$ cat src/rtl/score_row_buffer.sv
// score_row_buffer: double-banked score row memory with boundary-init sequencer
// Holds two banks of N+1 signed W-bit scores. The "current" bank (bank_sel)
// takes writes and the "previous" bank (~bank_sel) serves registered reads.
// A one-cycle init pulse fills the previous bank with j*GAP, saturated to the
// W-bit signed range, for j = 0..N.
// Ports:
//   clk, rst               clock, asynchronous active-high reset
//   init, swap             start boundary fill / exchange bank roles
//   we, addr_din, din      write into the current bank
//   en_dout, addr_dout     read from the previous bank
//   dout, dout_valid       registered read data, valid one cycle after a read
//   busy                   init sequencer running
//   bank_sel               index of the current bank
//   max_score, max_addr    running maximum of accepted writes
// Build option: define SCORE_ROW_BUFFER_MAX_EN to include the maximum tracker;
// without it max_score and max_addr are tied to 0.
module score_row_buffer #(
  parameter int N = 128,
  parameter int W = 9,
  parameter int GAP = -2,
  localparam int AW = $clog2(N+1)+1
) (
  input  logic                clk,
  input  logic                rst,
  input  logic                init,
  input  logic                swap,
  input  logic                we,
  input  logic [AW-1:0]       addr_din,
  input  logic signed [W-1:0] din,
  input  logic                en_dout,
  input  logic [AW-1:0]       addr_dout,
  output logic signed [W-1:0] dout,
  output logic                dout_valid,
  output logic                busy,
  output logic                bank_sel,
  output logic signed [W-1:0] max_score,
  output logic [AW-1:0]       max_addr
);
  localparam int IW = $clog2(N+1);
  localparam int MAXV = (1 << (W-1)) - 1;
  localparam int MINV = -(1 << (W-1));
  typedef enum logic {IDLE, FILL} state_t;
  state_t state;
  logic [AW-1:0] j;
  logic tgt;
  logic wr_ok, rd_ok;
  logic m_we, m_bank;
  logic [AW-1:0] m_addr;
  logic signed [W-1:0] m_data, fill_val;
  int prod;
  logic [W-1:0] mem [2][N+1];
  assign wr_ok = we && !busy && (addr_din <= AW'(N));
  assign rd_ok = en_dout && !busy && (addr_dout <= AW'(N));
  always_comb begin
    prod = int'(j) * GAP;
    fill_val = prod > MAXV ? W'(MAXV) : prod < MINV ? W'(MINV) : W'(prod);
  end
  // The sequencer owns the memory port while busy; user writes are blocked then.
  assign m_we = busy || wr_ok;
  assign m_bank = busy ? tgt : bank_sel;
  assign m_addr = busy ? j : addr_din;
  assign m_data = busy ? fill_val : din;
  always_ff @(posedge clk) begin
    if (m_we) mem[m_bank][m_addr[IW-1:0]] <= m_data;
  end
  always_ff @(posedge clk or posedge rst) begin
    if (rst) begin
      dout <= '0;
      dout_valid <= 1'b0;
    end else begin
      dout_valid <= rd_ok;
      if (rd_ok) dout <= mem[~bank_sel][addr_dout[IW-1:0]];
    end
  end
  always_ff @(posedge clk or posedge rst) begin
    if (rst) begin
      state <= IDLE;
      busy <= 1'b0;
      j <= '0;
      tgt <= 1'b0;
      bank_sel <= 1'b0;
    end else if (state == IDLE) begin
      if (init) begin
        state <= FILL;
        busy <= 1'b1;
        j <= '0;
        tgt <= ~bank_sel;
      end else if (swap) begin
        bank_sel <= ~bank_sel;
      end
    end else begin
      if (j == AW'(N)) begin
        state <= IDLE;
        busy <= 1'b0;
      end
      j <= j + 1'b1;
    end
  end
`ifdef SCORE_ROW_BUFFER_MAX_EN
  // A bank swap or a new init starts a new row, so the tracker restarts and
  // ignores any write landing on the same edge.
  always_ff @(posedge clk or posedge rst) begin
    if (rst) begin
      max_score <= W'(MINV);
      max_addr <= '0;
    end else if (!busy && (init || swap)) begin
      max_score <= W'(MINV);
      max_addr <= '0;
    end else if (wr_ok && din > max_score) begin
      max_score <= din;
      max_addr <= addr_din;
    end
  end
`else
  assign max_score = '0;
  assign max_addr = '0;
`endif
endmodule

$ cat config.mk
export PLATFORM = sky130hd
export DESIGN_NAME = score_row_buffer
export DESIGN_NICKNAME = d
export VERILOG_FILES = /design/src/rtl/score_row_buffer.sv
export SDC_FILE = /design/constraint.sdc
export NUM_CORES = 2
export LEC_CHECK = 0
export BUFFER_PORTS_ARGS = -buffer_cell sky130_fd_sc_hd__buf_4
export CAP_MARGIN = 10
export CORE_UTILIZATION = 45
export CTS_CLUSTER_SIZE = 25
export DETAILED_ROUTE_END_ITERATION = 16
export PLACE_DENSITY_LB_ADDON = 0.2
export SETUP_SLACK_MARGIN = 0.4
export SYNTH_ARGS = -nofsm -noshare
export SYNTH_HDL_FRONTEND = slang
export SYNTH_SLANG_ARGS = --single-unit
$ cat constraint.sdc
create_clock -name clk -period 34.6 [get_ports clk]
set_input_delay 1.73 -clock clk [delete_from_list [all_inputs] [get_ports clk]]
set_output_delay 1.73 -clock clk [all_outputs]
set_load 0.01 [all_outputs]
==> results.md <==
- Status: finished clean
- H-tree depth: 4
- Min cycle time layout: 6.50 ns
- Wl on met1: 105000 microns
- # IOs: 63
- Worst-skew pair later-pin latency: 0.88 ns
- Critical Path Sink: dout[1]
- Placed cells: 6939
- CORE AREA: 0.203 sq mm
- Top Metal Used: met5
- EDFF count, synth: 2322
- RSZ-0062 raised after global routing: no
- Yosys reg bits: 2345
- Max Slew Vio Count: 0
- DRC: 0
- Clk slew on worst S/H paths: 0.07 ns
- Gr ovfl total: 0
- Inserted Clock Buffers: 229
- R2R Setup Slk: 28.10 ns
- First-pass iteration count of the detailed router: 6
- Resize count post-CTS: 0
- Total power: 8.13 mW
- Cell at the slowest stage of the critical path: buf_4
- Worst Setup End Kind: register
- CTS tree: yes
- IO buf count: 44
- Area grow syn2layout: 11.6%
- Setup crit start: bank_sel
- Remaining antenna violation count: 0
- Critical path cell sequence: buf_4, buf_4, buf_4, buf_12, buf_4, mux4_2, mux4_2, nor3_1, nor4_1, a221oi_1, o21ai_1
- Endpoints failing setup: 0
- Setup Fix Bufs, Post-CTS: 0
- Tightest Hold Check Type: register to register
- Relative slew slack: 13.0%
- Final worst slack: 28.10 ns
- Routed length per instance: 35.1 microns
- Longest Clk Path Bufs: 3
- Top cell family by delay on the critical path: buffers and inverters
- Final Util: 50.6%
- Worst slew pin tran: 1.30 ns
- Mapped Area: 0.0919 sq mm
- Post-synth top flop: edfxtp_1
- DP HPWL: 158000 microns
- Sequential cell area fraction in the yosys report: 76.5%
- Die area: 0.206 sq mm
- Sinks on Clock Net: 2345
- Crit share post-route: 18.8%
- Row count: 165
- Reg2reg end: dout[1]
- Die Wd: 454 microns
- Detail Route met3 WL: 25800 microns
- Instance area at placement: 0.0952 sq mm
- Cells after synthesis: 4361
- Layout cells sized above 1: 23.7%
- Setup tns final: 0 ns
- Total global-route track usage: 25.2%
- Asr flop ratio synth: 0.981%
- DIE HEIGHT: 454 microns
- Hold Vio Cnt, Final: 0
- CP peak stage delay: 0.80 ns
- Buf+Inv Stages, Crit Path: 5
- Crit Path Class: register to register
- Critical Path RT: 35.31 ns
- Max cap viols: 0
- PD cells: 79.3 mW/mm^2
- Design Area, Final: 0.103 sq mm
- Most frequent CP cell: buf_4
- Final cell count without fillers: 7367
- Root buf cell: clkbuf_16
- Starting DRT DRC Count: 6473
- F_max: 0.154 GHz
- Initial antenna violation count: 10
- Static leakage: 31.7 nW
- Hold Buf Count CTS: 0
- Final Wtd Congestion: 0.897
- Worst reg2reg path depth: 11
- Ys Warns: 0
- Met2 Routed Length: 118000 microns
- WHS: 0.500 ns
- Initial Utilization: 45.4%
- Detailed-route vias per instance: 6.29
- Final WL: 259000 microns
- Global-route wire length before repair: 362000 microns
- Peak supply drop: 0.204 mV
- Syn Area/Cell: 21.1 sq um
- Setup Skew: 0.0360 ns
- Largest net degree at the start of global routing: 191
- WP depth: 11
- Routed vias: 46300
- Setup WS pre-CTS: 27.68 ns
- R2R Path Start: bank_sel
- Synth cell types: 70
- CP Max Fanout: 69
- Worst path arrival time: 7.21 ns
- CP startpoint kind: register
- Layout Nets: 4535
- Vias in the first global route: 45300
-- synthesized netlist by cell type, drive strengths merged, types with 13 or more instances --
| master | n | area, sq um |
|---|---|---|
| and2 | 13 | 81.3 |
| nand2b | 15 | 93.8 |
| clkbuf | 82 | 308 |
| nor2 | 318 | 1200 |
| inv | 18 | 67.6 |
| nand3 | 34 | 170 |
| edfxtp | 2322 | 69700 |
| a2111oi | 19 | 173 |
| a22oi | 65 | 488 |
| nor2b | 29 | 181 |
| mux2i | 153 | 1530 |
| nand2 | 142 | 533 |
| o22ai | 28 | 175 |
| nor3 | 36 | 180 |
| o21ai | 31 | 155 |
| a21oi | 48 | 240 |
| mux4 | 576 | 13000 |
| dfrtp | 23 | 576 |
| nor4 | 13 | 81.3 |
| a31oi | 20 | 125 |
| a211oi | 15 | 113 |
| mux2 | 23 | 259 |
| buf | 189 | 1270 |
| nand4 | 16 | 100 |
-- worst min path at each step --
stage	to	start	slack [ns]	cells after the start
final	tgt	tgt	0.50	2
after floorplan	tgt	tgt	0.45	2
after global placement	tgt	tgt	0.47	2
after detailed placement	tgt	tgt	0.48	2
after global routing	tgt	tgt	0.52	2
after CTS	tgt	tgt	0.49	2
-- where the power goes --
group	total [mW]	internal (mW)	switching, mW
Clock	2.46	1.38	1.08
Sequential	3.84	3.79	0.0501
Combinational	1.83	0.528	1.30
-- placed cells by master (no fill, tap or decap), types with 7 or more instances in the layout --
cell type   Yosys  routed
a2111oi_0      18      15
a211oi_1       15      15
a21oi_1        48      42
a221oi_1       10      10
a22o_1          8       8
a22oi_1        65      65
a31oi_1        20      19
a32o_1          7       7
and2_1         13      13
and3_1          9       9
buf_4          65     150
bufinv_16       0      19
clkbuf_1       82      55
clkbuf_16       0     233
clkinv_1        3      50
clkinv_2        0      39
clkinvlp_4      0      13
conb_1          1      18
dfrtp_1        23      21
edfxtp_1     2322    2322
inv_1          15      14
inv_6           0       7
mux2_2         23      22
mux2i_1       153     153
mux4_2        576     576
nand2_1       142     138
nand2b_1       15      15
nand3_1        34      34
nand4_1        16      16
nor2_1        317     316
nor2b_1        29      25
nor3_1         36      36
nor4_1         13      12
o211ai_1       10      10
o21ai_0        26      25
o22ai_1        28      28
o31ai_1         7       7
-- metal layers --
| metal | global-route usage (%) | up-vias |
|---|---|---|
| li1 | - | 18400 |
| met1 | 36.5 | 24900 |
| met2 | 37.6 | 2508 |
| met3 | 5.40 | 435 |
| met4 | 9.38 | 4 |
| met5 | 0 | - |
-- flip-flops by register name, indices dropped and copies added (netlist names) --
signal,count
bank_sel,1
mem,2322
state,1
busy,1
tgt,1
dout_valid,1
j,9
dout,9
-- area by class of cell --
class | instances | area [sq um]
multi-input cells | 1741 | 20100
clock buffers | 290 | 6060
repair buffers | 161 | 1310
well taps | 2672 | 3340
diodes | 4 | 10.0
fillers | 15800 | 100000
clock inverters | 133 | 1290
flip-flops and latches | 2345 | 70300
inverters | 21 | 82.6
-- tightest hold or removal path, stage by stage (launching register included) --
cell     delay (ns)
dfrtp_1        0.35
nand2_1        0.05
o21ai_0        0.06
-- kinds of logic (layout without fill, tap and decap cells) --
kind of cell    count (synthesis)  after routing  synth area share (%)
flops                        2345           2345                  76.5
mux                           752            752                  16.1
simple gates                  642            642                  3.04
compound gates                318            318                  2.46
buf+inv                       292            605                  1.81
xor+xnor                        8              8                0.0762
fa+ha+maj                       3              3                0.0408
other cells                     1             22               0.00408
Note: power is estimated with default switching activity, not from simulation.
